--- src/rtl/booth_pkg.sv ---
// Shared types and defaults for the Booth multiplier operand front end.
package booth_pkg;

   typedef enum logic [1:0] {IDLE, CHECK_ON, PRESSED, CHECK_OFF} db_state_t;

   localparam int unsigned SYNC_DEFAULT = 2;

endpackage

--- src/rtl/antirrebote.sv ---
// Start-button synchroniser plus counter-based debounce FSM.
// Emits a registered one-cycle pulse on each accepted press.
module antirrebote
   import booth_pkg::*;
#(
   parameter int unsigned SYNC_STAGES     = SYNC_DEFAULT,
   parameter int unsigned DEBOUNCE_CYCLES = 1000000
) (
   input  logic CLK100MHZ,
   input  logic reset,
   input  logic raw,
   output logic level,
   output logic pulse
);

   localparam int unsigned CntWidth = $clog2(DEBOUNCE_CYCLES + 1);
   localparam logic [CntWidth-1:0] CntMax = CntWidth'(DEBOUNCE_CYCLES);
   localparam logic [CntWidth-1:0] CntOne = CntWidth'(1);

   logic [SYNC_STAGES-1:0] sync_q, sync_d;
   logic [CntWidth-1:0]    cnt_q, cnt_d;
   db_state_t              state_q, state_d;
   logic                   pulse_q, pulse_d;
   logic                   pb_sync;

   assign pb_sync = sync_q[SYNC_STAGES-1];

   always_comb begin
      sync_d = {sync_q[SYNC_STAGES-2:0], raw};
   end

   always_comb begin
      state_d = state_q;
      cnt_d   = cnt_q;
      pulse_d = 1'b0;
      unique case (state_q)
         IDLE: begin
            if (pb_sync) begin
               state_d = CHECK_ON;
               cnt_d   = CntOne;
            end
         end
         CHECK_ON: begin
            if (!pb_sync) begin
               state_d = IDLE;
               cnt_d   = '0;
            end else if (cnt_q == CntMax) begin
               state_d = PRESSED;
               cnt_d   = '0;
               pulse_d = 1'b1;
            end else if (cnt_q < CntMax) begin
               cnt_d = cnt_q + CntOne;
            end
         end
         PRESSED: begin
            if (!pb_sync) begin
               state_d = CHECK_OFF;
               cnt_d   = CntOne;
            end
         end
         CHECK_OFF: begin
            if (pb_sync) begin
               state_d = PRESSED;
               cnt_d   = '0;
            end else if (cnt_q == CntMax) begin
               state_d = IDLE;
               cnt_d   = '0;
            end else if (cnt_q < CntMax) begin
               cnt_d = cnt_q + CntOne;
            end
         end
         default: begin
            state_d = IDLE;
            cnt_d   = '0;
         end
      endcase
   end

   always_ff @(posedge CLK100MHZ or posedge reset) begin
      if (reset) begin
         sync_q  <= '0;
         cnt_q   <= '0;
         state_q <= IDLE;
         pulse_q <= 1'b0;
      end else begin
         sync_q  <= sync_d;
         cnt_q   <= cnt_d;
         state_q <= state_d;
         pulse_q <= pulse_d;
      end
   end

   // Debounced level only changes once a check state has been confirmed.
   assign level = (state_q == PRESSED) || (state_q == CHECK_OFF);
   assign pulse = pulse_q;

endmodule

--- src/rtl/captura_operandos.sv ---
// Operand capture front end: synchronises switches, debounces start, latches
// operands on each press and offers them to the multiplier via valid/ready.
module captura_operandos
   import booth_pkg::*;
#(
   parameter int unsigned WIDTH           = 8,
   parameter int unsigned SYNC_STAGES     = SYNC_DEFAULT,
   parameter int unsigned DEBOUNCE_CYCLES = 1000000
) (
   input  logic               CLK100MHZ,
   input  logic               reset,
   input  logic [WIDTH-1:0]   A,
   input  logic [WIDTH-1:0]   B,
   input  logic               pb_entrada,
   input  logic               ready,
   output logic [WIDTH-1:0]   multiplicando,
   output logic [WIDTH-1:0]   multiplicador,
   output logic               valid,
   output logic               pb_salida,
   output logic               overrun,
   output logic [2*WIDTH-1:0] LED,
   output logic               LED_reset,
   output logic               LED_pb
);

   logic [SYNC_STAGES-1:0][WIDTH-1:0] a_sync_q, a_sync_d;
   logic [SYNC_STAGES-1:0][WIDTH-1:0] b_sync_q, b_sync_d;
   logic [WIDTH-1:0]                  a_sync, b_sync;
   logic [WIDTH-1:0]                  mc_q, mc_d, mr_q, mr_d;
   logic                              valid_q, valid_d;
   logic                              overrun_q, overrun_d;
   logic                              press;

   antirrebote #(
      .SYNC_STAGES    (SYNC_STAGES),
      .DEBOUNCE_CYCLES(DEBOUNCE_CYCLES)
   ) u_antirrebote (
      .CLK100MHZ(CLK100MHZ),
      .reset    (reset),
      .raw      (pb_entrada),
      .level    (LED_pb),
      .pulse    (press)
   );

   always_comb begin
      a_sync_d    = a_sync_q;
      b_sync_d    = b_sync_q;
      a_sync_d[0] = A;
      b_sync_d[0] = B;
      for (int i = 1; i < SYNC_STAGES; i++) begin
         a_sync_d[i] = a_sync_q[i-1];
         b_sync_d[i] = b_sync_q[i-1];
      end
   end

   assign a_sync = a_sync_q[SYNC_STAGES-1];
   assign b_sync = b_sync_q[SYNC_STAGES-1];

   // A press is accepted only if the slot is empty or draining this cycle.
   always_comb begin
      mc_d      = mc_q;
      mr_d      = mr_q;
      valid_d   = valid_q;
      overrun_d = overrun_q;
      if (press) begin
         if (!valid_q || ready) begin
            mc_d    = a_sync;
            mr_d    = b_sync;
            valid_d = 1'b1;
         end else begin
            overrun_d = 1'b1;
         end
      end else if (valid_q && ready) begin
         valid_d = 1'b0;
      end
   end

   always_ff @(posedge CLK100MHZ or posedge reset) begin
      if (reset) begin
         a_sync_q  <= '0;
         b_sync_q  <= '0;
         mc_q      <= '0;
         mr_q      <= '0;
         valid_q   <= 1'b0;
         overrun_q <= 1'b0;
      end else begin
         a_sync_q  <= a_sync_d;
         b_sync_q  <= b_sync_d;
         mc_q      <= mc_d;
         mr_q      <= mr_d;
         valid_q   <= valid_d;
         overrun_q <= overrun_d;
      end
   end

   assign multiplicando = mc_q;
   assign multiplicador = mr_q;
   assign valid         = valid_q;
   assign overrun       = overrun_q;
   assign pb_salida     = press;
   assign LED           = {a_sync, b_sync};
   assign LED_reset     = reset;

endmodule

--- config.mk ---
export PLATFORM = sky130hd
export DESIGN_NAME = captura_operandos
export DESIGN_NICKNAME = d
export VERILOG_FILES = /design/src/rtl/booth_pkg.sv /design/src/rtl/antirrebote.sv /design/src/rtl/captura_operandos.sv
export SDC_FILE = /design/constraint.sdc
export NUM_CORES = 1
export LEC_CHECK = 0
export ABC_AREA = 1
export ABC_CLOCK_PERIOD_IN_PS = 2800
export CORE_ASPECT_RATIO = 0.6
export CORE_MARGIN = 2
export CORE_UTILIZATION = 42
export DETAILED_ROUTE_END_ITERATION = 7
export PLACE_DENSITY = 0.67
export SLEW_MARGIN = 20
export SYNTH_ARGS = -nofsm -noshare
export SYNTH_HDL_FRONTEND = slang
export SYNTH_SLANG_ARGS = --single-unit
--- constraint.sdc ---
create_clock -name CLK100MHZ -period 2.8 [get_ports CLK100MHZ]
set_input_delay 0.56 -clock CLK100MHZ [delete_from_list [all_inputs] [get_ports CLK100MHZ]]
set_output_delay 0.56 -clock CLK100MHZ [all_outputs]
set_load 0.01 [all_outputs]
## Yosys cells after proc, flatten, opt, wreduce, memory -nomap -nowiden

Cells that the tools add are included.

| word-level totals | value |
|---|---|
| bits in registers | 75 |
| latch bits | 0 |
| RAM bits | 0 |
| ROM bits | 0 |
| bits of input ports | 20 |
| memories | 0 |

| cells by class | value |
|---|---|
| $add $sub $neg | 1 |
| $mul | 0 |
| div/mod/pow operators | 0 |
| magnitude comparators | 1 |
| equality and inequality tests | 9 |
| shift-type cells | 0 |
| muxes and demuxes | 20 |
| bitwise gates (word level) | 1 |
| reduce and logical (&&, ||, !) cells | 11 |

Operators with widths:

| operator | number |
|---|---|
| $mux W20 | 6 |
| $pmux W20 S4 | 1 |
| $add A20 B1 Y20 const B | 1 |
| $eq A20 B20 Y1 const B | 1 |
| $lt A20 B20 Y1 const B | 1 |
| $mux W2 | 6 |
| $pmux W2 S4 | 1 |
| $reduce_and A2 Y1 | 4 |
| $mux W1 | 6 |
| $eq A2 B2 Y1 const B | 2 |
| $ne A2 B2 Y1 const B | 2 |
| $reduce_and A4 Y1 | 1 |
| $ne A3 B1 Y1 const B | 1 |
| $ne A3 B3 Y1 const B | 1 |
| $eq A2 B1 Y1 const B | 1 |
| $logic_not A2 Y1 | 1 |
| $logic_or A1 B1 Y1 | 2 |
| $ne A2 B1 Y1 const B | 1 |
| $reduce_bool A2 Y1 | 1 |
| $logic_and A1 B1 Y1 | 1 |
| $logic_not A1 Y1 | 1 |
| $not A1 Y1 | 1 |

## Logic depth before layout (Yosys ltp)

Gate-level depths: netlist of run 1.

| depth | value |
|---|---|
| word-level depth | 5 |
| gate-level depth with buffers | 11 |
| depth with buffers taken out | 11 |

## Hierarchy

A second synthesis of run 1 with hierarchy kept.

| second synthesis, totals | value |
|---|---|
| cell total of the unflattened synthesis | 334 |
| area, all modules | 3194.3 um^2 |

Modules (own cells, without submodules):

| module | times used | cells an instance | area each (um^2) | seq. area each (um^2) |
|---|---|---|---|---|
| antirrebote | 1 | 224 | 1656.6 | 625.6 |
| captura_operandos | 1 | 110 | 1537.7 | 1251.2 |

## Worst setup path before layout of run 1

OpenSTA, ideal clock, no wires.

| timing path | value |
|---|---|
| path kind | input -> register |
| start point | input port ready |
| end point | register mr_q[0], in the netlist multiplicador[0] |
| data arrival time | 1.421 ns |
| data required time | 2.675 ns |
| setup slack | 1.255 ns |
| stages | 5 |
| path buffers | 1 |
| cell sequence | inv_1 -> nand2_1 -> nand2_1 -> buf_2 -> mux2_2 |

| on the way | value |
|---|---|
| word-level cells in the longest chain between the ends | 2 |

RTL lines:

| element | line | RTL |
|---|---|---|
| start: declaration | captura_operandos.sv:15 | `input logic ready,` |
| $logic_or A1 B1 Y1 | captura_operandos.sv:66 | `if (!valid_q \|\| ready) begin` |
| $reduce_and A2 Y1 (no line) | n/a |  |
| end signal: assignment | captura_operandos.sv:90 | `mr_q <= mr_d;` |
| end: declaration | captura_operandos.sv:29 | `logic [WIDTH-1:0] mc_q, mc_d, mr_q, mr_d;` |

No other way between the ends.
A chain may end at the register's enable or synchronous reset.

## Worst setup path in the final report of run 1

| timing path | value |
|---|---|
| start point | input port reset |
| end point | output port LED_reset |

RTL lines:

| element | line | RTL |
|---|---|---|
| start: declaration | captura_operandos.sv:11 | `input logic reset,` |
| end: declaration | captura_operandos.sv:22 | `output logic LED_reset,` |

No word-level cell between the ends.

==> results.sh, run 1 <==
export IMPL_drtAntennaViolNets=0
export IMPL_chipHeight_um=69.54
export IMPL_htreeDepth=3
export IMPL_worst_path_max_fanout=2
export IMPL_place_area_mm2=0.003671
export IMPL_stdcell_area_mm2=0.003944
export IMPL_cp_top_family="buffers and inverters"
export IMPL_diodes=0
export IMPL_detail_route_wl_per_cell_um=13.63
export IMPL_postSynthAreaPerCell_um2=10.48
export IMPL_ys_async_sr_fraction=1.000
export IMPL_required_ps=2240
export IMPL_fmax_mhz=464.2
export IMPL_min_path_cells=0
export IMPL_drt_wl_total_mm=6.066
export IMPL_core_mm2=0.006792
export IMPL_fp_dieW_um=113.2
export IMPL_power_leakage_nw=1.859
export IMPL_synth_edff_count=0
export IMPL_stdcell_count=445
export IMPL_viasPerCell=4.645
export IMPL_skew_ps=7.179
export IMPL_critPathKind="in2out"
export IMPL_grt_start_max_net_pins=44
export IMPL_fin_nets=375
export IMPL_ys_types=29
export IMPL_cpPeakStageDelay_ps=540
export IMPL_r2r_end="u_antirrebote.cnt_q[16]"
export IMPL_postCtsResizedCells=0
export IMPL_ys_ff_latch=75
export IMPL_r2r_cells=10
export IMPL_holdCritPathClass="reg2reg"
export IMPL_place_inst=429
export IMPL_grtUsageTotal=0.1729
export IMPL_min_from="b_sync_d[15]"
export IMPL_tightest_slew_ps=548.4
export IMPL_io_pins=57
export IMPL_peakVddDrop_uv=424.2
export IMPL_synthCells=287
export IMPL_clock_path_buffers=2
export IMPL_grt_pass1_vias=2068
export IMPL_place_port_buffers=56
export IMPL_slew_violations=0
export IMPL_synthFlopType="dfrtp_1"
export IMPL_final_core_util=0.5807
export IMPL_seq_area_frac_synth=0.6242
export IMPL_period_needed_ps=2154
export IMPL_setup_tns_final_ps=0
export IMPL_slowest_stage="clkdlybuf4s50_1"
export IMPL_firstDrtPassIters=6
export IMPL_fin_crit_sh=0.7693
export IMPL_clk_pin_slew_ps=60
export IMPL_reg2reg_from="u_antirrebote.cnt_q[0]"
export IMPL_hold_buffers=0
export IMPL_antenna_found_initial=0
export IMPL_grt_pass1_wl_mm=10.41
export IMPL_syn_area_mm2=0.003007
export IMPL_status="complete, but fails checks"
export IMPL_ys_warn_count=0
export IMPL_overflow=0
export IMPL_vias=2067
export IMPL_clk_latency_ps=330
export IMPL_start_util=0.4427
export IMPL_post_cts_buffers=0
export IMPL_crit_buf_inv=2
export IMPL_crit_top_cell="clkdlybuf4s50_1"
export IMPL_gp_congestion=0.8024
export IMPL_area_delta_synth_final_pct=31.17
export IMPL_min_to="b_sync[7]"
export IMPL_slew_headroom=0.6344
export IMPL_cp_start_kind="input pin"
export IMPL_r2r_slack_ps=1010
export IMPL_synth_fp_nets=309
export IMPL_finalSetupViolations=0
export IMPL_cts_sinks=75
export IMPL_place_hpwl_mm=4.337
export IMPL_cap_violations=0
export IMPL_rows=23
export IMPL_cts_inserted_buffers=9
export IMPL_finalHoldViolCount=0
export IMPL_drt_iter0_drc=98
export IMPL_crit_path_end_kind="output port"
export IMPL_power_density_mw_per_mm2=680.5
export IMPL_drcViolationCount=2
export IMPL_cts_tree="yes"
export IMPL_rsz0062_at_grt="no"
export IMPL_path_cells="clkdlybuf4s50_1 > clkdlybuf4s50_1"
export IMPL_worstPathArrival_ps=1590
export IMPL_violations="DRC"
export IMPL_dieArea_mm2=0.007873
export IMPL_clockRootBuffer="clkbuf_16"
export IMPL_drive_gt1_frac=0.1732
-- report_power, final --
group          internal (mW)  leakage, nW  switching, mW
logic                  0.164        0.764          0.280
registers               1.14        0.962         0.0567
clock network          0.622        0.133          0.418
total                   1.93         1.86          0.754
-- registers in the layout, summed over array words and instances, names as in the netlist, named ones only --
signal and cells:
overrun 1, b_sync_d 8, a_sync_d 8, multiplicando 8, u_antirrebote.cnt_q 20, multiplicador 8
valid 1, b_sync 8, u_antirrebote.state_q 1, u_antirrebote.pulse 1, u_antirrebote.sync_q 2, a_sync 8
-- worst max-delay path by stage --
stage | from | to | slack, ps | cells past startpoint
after floorplan | reset | asynchronous set/reset pin | 330 | 1
after global placement | reset | LED_reset | 650 | 2
after detailed placement | reset | LED_reset | 640 | 2
after CTS | reset | LED_reset | 640 | 2
after global routing | reset | LED_reset | 620 | 2
final | reset | LED_reset | 650 | 2
-- through the flow --
| step | total power [mW] | hold slack, ps | setup slack, ps |
|---|---|---|---|
| floorplan | 1.532 | 331.2 | 330.0 |
| global placement | 1.652 | 331.5 | 649.3 |
| detailed placement | 1.659 | 334.7 | 643.9 |
| CTS | 2.714 | 345.0 | 638.6 |
| global route | 2.832 | 351.0 | 624.7 |
| finish | 2.684 | 341.8 | 646.0 |
-- cells in the final DEF, fill, tap and decap left out, types with 3 or more instances in the layout --
master	count
nand3_1	7
clkbuf_16	9
o21bai_1	3
nor3b_1	3
nor2_4	4
nand4_1	4
o21ai_0	8
inv_2	7
nand2_1	62
inv_1	25
nor2_2	4
dfrtp_1	75
buf_4	3
mux2_2	16
nand2_2	5
nor3_1	4
nor2_1	34
clkdlybuf4s50_1	56
a21oi_1	9
-- cell usage after synthesis (5+ instances only) --
master    n  share of area
dfrtp_1  75           0.62
nand2_1  62          0.077
nor2_1   34          0.042
inv_1    26          0.032
mux2_2   16          0.060
a21oi_1   9          0.015
o21ai_0   8          0.013
nand3_1   7          0.012
inv_2     6         0.0075
nand2_2   5          0.010
-- cells by family after synthesis --
family | count (synthesis) | synth area share
simple gates | 134 | 0.2143
flops | 75 | 0.6242
fa+ha+maj | 2 | 0.008322
mux | 16 | 0.05992
compound gates | 21 | 0.03870
buf+inv | 39 | 0.05451
-- routing by layer --
metal  global-route usage  part of all wire  up-vias
li1                     -                 -     1036
met4              0.06504             0.012        0
met1               0.2547              0.52      982
met3              0.05507             0.041        9
met5                    0                 0        -
met2               0.2382              0.43       40
-- cell type report --
cell class / count / area (µm²)
fillers: 561 / 2848
flip-flops and latches: 75 / 1877
multi-input cells: 173 / 965.9
repair buffers: 59 / 583.1
clock buffers: 12 / 246.5
inverters: 35 / 136.4
well taps: 87 / 108.9
clock inverters: 4 / 26.28
(Power assumes the default switching activity.)
==> inputs of run 2 (changes only) <==
--- a/config.mk
+++ b/config.mk
@@ -6,7 +6,7 @@
 export NUM_CORES = 1
 export LEC_CHECK = 0
 export ABC_AREA = 1
-export ABC_CLOCK_PERIOD_IN_PS = 2800
+export ABC_CLOCK_PERIOD_IN_PS = 2100
 export CORE_ASPECT_RATIO = 0.6
 export CORE_MARGIN = 2
 export CORE_UTILIZATION = 42
==> constraint.sdc (replaced) <==
create_clock -name CLK100MHZ -period 2.1 [get_ports CLK100MHZ]
set_input_delay 0.42 -clock CLK100MHZ [delete_from_list [all_inputs] [get_ports CLK100MHZ]]
set_output_delay 0.42 -clock CLK100MHZ [all_outputs]
set_load 0.01 [all_outputs]
==> run 2 against run 1 <==
Against the previous run:
- the flow still finishes with violations (DRC)
- setup slack worse by 470 ps
- die area unchanged
- final area up 1.6%
- final cell count unchanged
- global-route usage down 0.21 points
- critical path type unchanged
- register-to-register slack worse by 620 ps
- sequential cell count unchanged
- critical path depth unchanged
- largest cell class unchanged
- critical endpoint unchanged
==> results.sh, run 2 (synthesized netlist as in run 1, its figures left out) <==
export IMPL_hold_buffers=0
export IMPL_finalSetupViolations=0
export IMPL_finalPower_mw=3.820
export IMPL_seqPwrFrac=0.417
export IMPL_slew_violations=0
export IMPL_rsz0062_at_grt="no"
export IMPL_final_common_cell="dfrtp_1"
export IMPL_p_sw_mw=1.004
export IMPL_chipHeight_um=69.54
export IMPL_p_int_mw=2.816
export IMPL_final_core_util=0.5901
export IMPL_detail_route_wl_per_cell_um=13.40
export IMPL_clk_pin_slew_ps=50
export IMPL_tightest_slew_ps=387.0
export IMPL_io_pins=57
export IMPL_postCtsResizedCells=0
export IMPL_grt_pass1_vias=2107
export IMPL_grt_start_max_net_pins=76
export IMPL_place_hpwl_mm=4.234
export IMPL_slew_headroom=0.7420
export IMPL_place_inst=429
export IMPL_stdcell_count=445
export IMPL_slowest_stage="clkdlybuf4s50_1"
export IMPL_hold_ws_ps=343.5
export IMPL_worstPathArrival_ps=1500
export IMPL_drt_wl_total_mm=5.962
export IMPL_stdcell_area_mm2=0.004008
export IMPL_regMostFlops="u_antirrebote.cnt_q"
export IMPL_required_ps=1680
export IMPL_largest_reg_flops=20
export IMPL_place_area_mm2=0.003687
export IMPL_p_sw_frac=0.2628
export IMPL_drive_gt1_frac=0.1732
export IMPL_cap_violations=0
export IMPL_crit_path_end_kind="output port"
export IMPL_place_port_buffers=56
export IMPL_clock_path_buffers=2
export IMPL_dieArea_mm2=0.007873
export IMPL_layout_common_cells="dfrtp_1, nand2_1, clkdlybuf4s50_1"
export IMPL_drtAntennaViolNets=0
export IMPL_cts_tree="yes"
export IMPL_cts_inserted_buffers=9
export IMPL_worst_path_max_fanout=2
export IMPL_status="complete, but fails checks"
export IMPL_drcViolationCount=4
export IMPL_finalHoldViolCount=0
export IMPL_htreeDepth=3
export IMPL_gp_congestion=0.8281
export IMPL_antenna_found_initial=0
export IMPL_core_mm2=0.006792
export IMPL_start_util=0.4427
export IMPL_rows=23
export IMPL_period_needed_ps=1920
export IMPL_post_cts_buffers=0
export IMPL_fin_nets=375
export IMPL_critPathKind="in2out"
export IMPL_cts_sinks=75
export IMPL_combPwrFrac=0.153
export IMPL_overflow=0
export IMPL_cp_start_kind="input pin"
export IMPL_area_delta_synth_final_pct=33.29
export IMPL_fp_dieW_um=113.2
export IMPL_firstDrtPassIters=6
export IMPL_holdCritPathClass="reg2reg"
export IMPL_crit_top_cell="clkdlybuf4s50_1"
export IMPL_viasPerCell=4.706
export IMPL_peakVddDrop_uv=586.8
export IMPL_grt_pass1_wl_mm=10.34
export IMPL_fin_crit_sh=0.9142
export IMPL_clk_latency_ps=340
export IMPL_fillers=538
export IMPL_setup_tns_final_ps=0
export IMPL_diodes=0
export IMPL_clockRootBuffer="clkbuf_16"
export IMPL_path_cells="clkdlybuf4s50_1 > clkdlybuf4s50_1"
export IMPL_skew_ps=8.107
export IMPL_clockPowerShare=0.430
export IMPL_vias=2094
export IMPL_power_density_mw_per_mm2=953.2
export IMPL_power_leakage_nw=1.883
export IMPL_fmax_mhz=520.9
export IMPL_crit_buf_inv=2
export IMPL_violations="DRC"
export IMPL_grtUsageTotal=0.1708
export IMPL_drt_iter0_drc=121
export IMPL_setup_slack_ps=180.2
export IMPL_cpPeakStageDelay_ps=550
export IMPL_cp_top_family="buffers and inverters"
export IMPL_place_worst_setup_slack_ps=188.2
-- run 2: changes by cell type in the layout (fill, tap and decap cells not counted), sizes merged --
cell / previous run / this run
bufinv: 0 / 2
inv: 34 / 33
clkinv: 4 / 3
-- run 2: power groups by stage --
stage	sequential [mW]	combinational [mW]	clock, mW
floorplan	1.61	0.432	0
global placement	1.62	0.582	0
detailed placement	1.62	0.588	0
CTS	1.60	0.592	1.67
global route	1.61	0.665	1.74
finish	1.59	0.584	1.64
-- run 2: area by class of cell --
| type | count | area [µm²] | share of cell area |
|---|---|---|---|
| inverters | 35 | 140.1 | 0.03497 |
| clock inverters | 4 | 73.82 | 0.01842 |
| multi-input cells | 173 | 965.9 | 0.2410 |
| clock buffers | 12 | 246.5 | 0.06150 |
| well taps | 87 | 108.9 | 0.02716 |
| flip-flops and latches | 75 | 1877 | 0.4683 |
| repair buffers | 59 | 595.6 | 0.1486 |
-- run 2: path summary, 6_finish.rpt --
check                                             end  slack (ps)  cells after the start                    start
min                           u_antirrebote.sync_q[1]         340                      0  u_antirrebote.sync_q[0]
max                                         LED_reset         180                      2                    reset
min in group asynchronous  asynchronous set/reset pin         570                      3                    reset
max reg2reg                   u_antirrebote.cnt_q[16]         390                     10   u_antirrebote.cnt_q[0]
max in group asynchronous      u_antirrebote.cnt_q[6]        1230                      3                    reset
min reg2reg                   u_antirrebote.sync_q[1]         340                      0  u_antirrebote.sync_q[0]
-- run 2: layer usage --
layer  part of all wire  wire length [µm]  track usage
met4              0.018               108      0.06911
met5                  0                 0            0
met3              0.058               344      0.06906
met2               0.44              2600       0.2369
met1               0.49              2908       0.2383
==> inputs of run 3 (changes only) <==
--- a/config.mk
+++ b/config.mk
@@ -11,6 +11,7 @@
 export CORE_MARGIN = 2
 export CORE_UTILIZATION = 42
 export DETAILED_ROUTE_END_ITERATION = 7
+export GPL_TIMING_DRIVEN = 0
 export PLACE_DENSITY = 0.67
 export SLEW_MARGIN = 20
 export SYNTH_ARGS = -nofsm -noshare
==> run 3 against run 2 <==
Against the previous run:
- the flow still finishes with violations (DRC)
- register-to-register slack worse by 40 ps
- critical path depth is 1 higher
- sequential cell count stayed put
- clock-buffer cell count is 2 lower
- maximum frequency is 4.5% lower
- non-clock buffer count is 3 higher
- clock power hardly changed
- wire length is 0.79% higher
- final cell count is 0.67% higher
- first-iteration DRC count is 19% higher
- global-route usage is 0.063 points higher
- largest cell class unchanged
==> results.sh, run 3 (synthesized netlist as in run 1, its figures left out) <==
export IMPL_grtUsageMet2=0.2242
export IMPL_finalHoldViolCount=0
export IMPL_skew_ps=4.413
export IMPL_postCtsResizedCells=0
export IMPL_place_hpwl_mm=4.446
export IMPL_required_ps=1680
export IMPL_diodes=0
export IMPL_drtAntennaViolNets=0
export IMPL_grt_start_max_net_pins=35
export IMPL_chipHeight_um=69.54
export IMPL_layout_common_cells="dfrtp_1, nand2_1, clkdlybuf4s50_1"
export IMPL_cts_tree="yes"
export IMPL_min_path_cells=0
export IMPL_cap_violations=0
export IMPL_htreeDepth=3
export IMPL_min_from="a_sync_d[12]"
export IMPL_final_common_cell="dfrtp_1"
export IMPL_rows=23
export IMPL_post_cts_buffers=0
export IMPL_power_density_mw_per_mm2=964.0
export IMPL_cp_start_kind="input pin"
export IMPL_met1_usage=0.2603
export IMPL_grt_busiest_layer="met1"
export IMPL_vias=2084
export IMPL_io_pins=57
export IMPL_power_leakage_nw=1.896
export IMPL_fin_nets=378
export IMPL_finalSetupViolations=0
export IMPL_overflow=0
export IMPL_fmax_mhz=497.7
export IMPL_crit_path_end_kind="output port"
export IMPL_worst_path_max_fanout=2
export IMPL_violations="DRC"
export IMPL_clockRootBuffer="clkbuf_16"
export IMPL_clock_path_buffers=2
export IMPL_status="complete, but fails checks"
export IMPL_peakVddDrop_uv=643.7
export IMPL_place_worst_setup_slack_ps=27.30
export IMPL_place_port_buffers=56
export IMPL_reg2reg_from="u_antirrebote.cnt_q[0]"
export IMPL_clk_pin_slew_ps=60
export IMPL_grt_pass1_wl_mm=10.23
export IMPL_slew_violations=0
export IMPL_r2r_end="u_antirrebote.cnt_q[16]"
export IMPL_drt_wl_total_mm=6.009
export IMPL_drive_gt1_frac=0.1828
export IMPL_regMostFlops="u_antirrebote.cnt_q"
export IMPL_period_needed_ps=2009
export IMPL_slew_headroom=0.7954
export IMPL_drt_iter0_drc=144
export IMPL_largest_reg_flops=20
export IMPL_grtUsageTotal=0.1714
export IMPL_cts_inserted_buffers=9
export IMPL_area_delta_synth_final_pct=34.62
export IMPL_r2r_slack_ps=350
export IMPL_min_to="a_sync[4]"
export IMPL_detail_route_wl_per_cell_um=13.41
export IMPL_fin_crit_sh=0.9569
export IMPL_holdCritPathClass="reg2reg"
export IMPL_clk_latency_ps=340
export IMPL_hold_buffers=0
export IMPL_grt_pass1_vias=1947
export IMPL_antenna_found_initial=0
export IMPL_critPathKind="in2out"
export IMPL_hold_ws_ps=342.9
export IMPL_worstPathArrival_ps=1590
export IMPL_met3_usage=0.06294
export IMPL_r2r_cells=10
export IMPL_cts_sinks=75
export IMPL_viasPerCell=4.652
export IMPL_start_util=0.4427
export IMPL_dieArea_mm2=0.007873
export IMPL_drcViolationCount=4
export IMPL_rsz0062_at_grt="no"
export IMPL_fp_dieW_um=113.2
export IMPL_tightest_slew_ps=306.2
export IMPL_setup_slack_ps=90.60
export IMPL_firstDrtPassIters=6
export IMPL_core_mm2=0.006792
export IMPL_gp_congestion=0.8373
run 3: cell count changes in the layout (fill, tap and decap cells not counted):
cell | previous run | this run
buf_12 | 1 | 2
buf_2 | 0 | 1
buf_4 | 2 | 1
buf_6 | 0 | 1
clkbuf_1 | 2 | 1
clkinvlp_4 | 1 | 3
run 3: how the worst max path moves through the flow:
stage | slack, ps | start | to
floorplan | 610 | u_antirrebote.cnt_q[0] | u_antirrebote.cnt_q[6]
global placement | -70 | reset | b_sync_d[15]
detailed placement | 30 | ready | multiplicando[0]
CTS | 80 | reset | LED_reset
global route | 60 | reset | LED_reset
finish | 90 | reset | LED_reset
run 3: per-layer routing:
metal | routed length, µm | vias up
li1 | - | 1039
met1 | 3038 | 999
met2 | 2558 | 38
met3 | 318 | 8
met4 | 93 | 0
met5 | 0 | -
run 3: stage by stage:
step                instance area, µm²  TNS (ps)  utilization  power, mW  cells
floorplan                         3010         0            -      2.044    287
global placement                  3680     -4929       0.5418      2.240    430
detailed placement                3720         0       0.5477      2.268    432
CTS                               4048         0       0.5960      3.944    448
global route                      4048         0       0.5960      4.103    448
finish                            4048         0       0.5960      3.902    448
run 3: layout make-up:
cell class              count  area (µm²)
clock inverters             6       88.84
clock buffers              10       239.0
fillers                   578        2744
well taps                  87       108.9
plain buffers               4       27.53
multi-input cells         173       965.9
flip-flops and latches     75        1877
inverters                  35       140.1
repair buffers             58       600.6
run 3: report_power, final:
group          switching [mW]  leakage [nW]  internal, mW
combinational           0.394         0.780         0.253
sequential             0.0700         0.962          1.52
clock                   0.590         0.155          1.07
total                    1.05          1.90          2.85
run 3: worst max-delay path, stage by stage:
cell and delay, ps:
clkdlybuf4s50_1 520, buf_4 120, clkdlybuf4s50_1 520
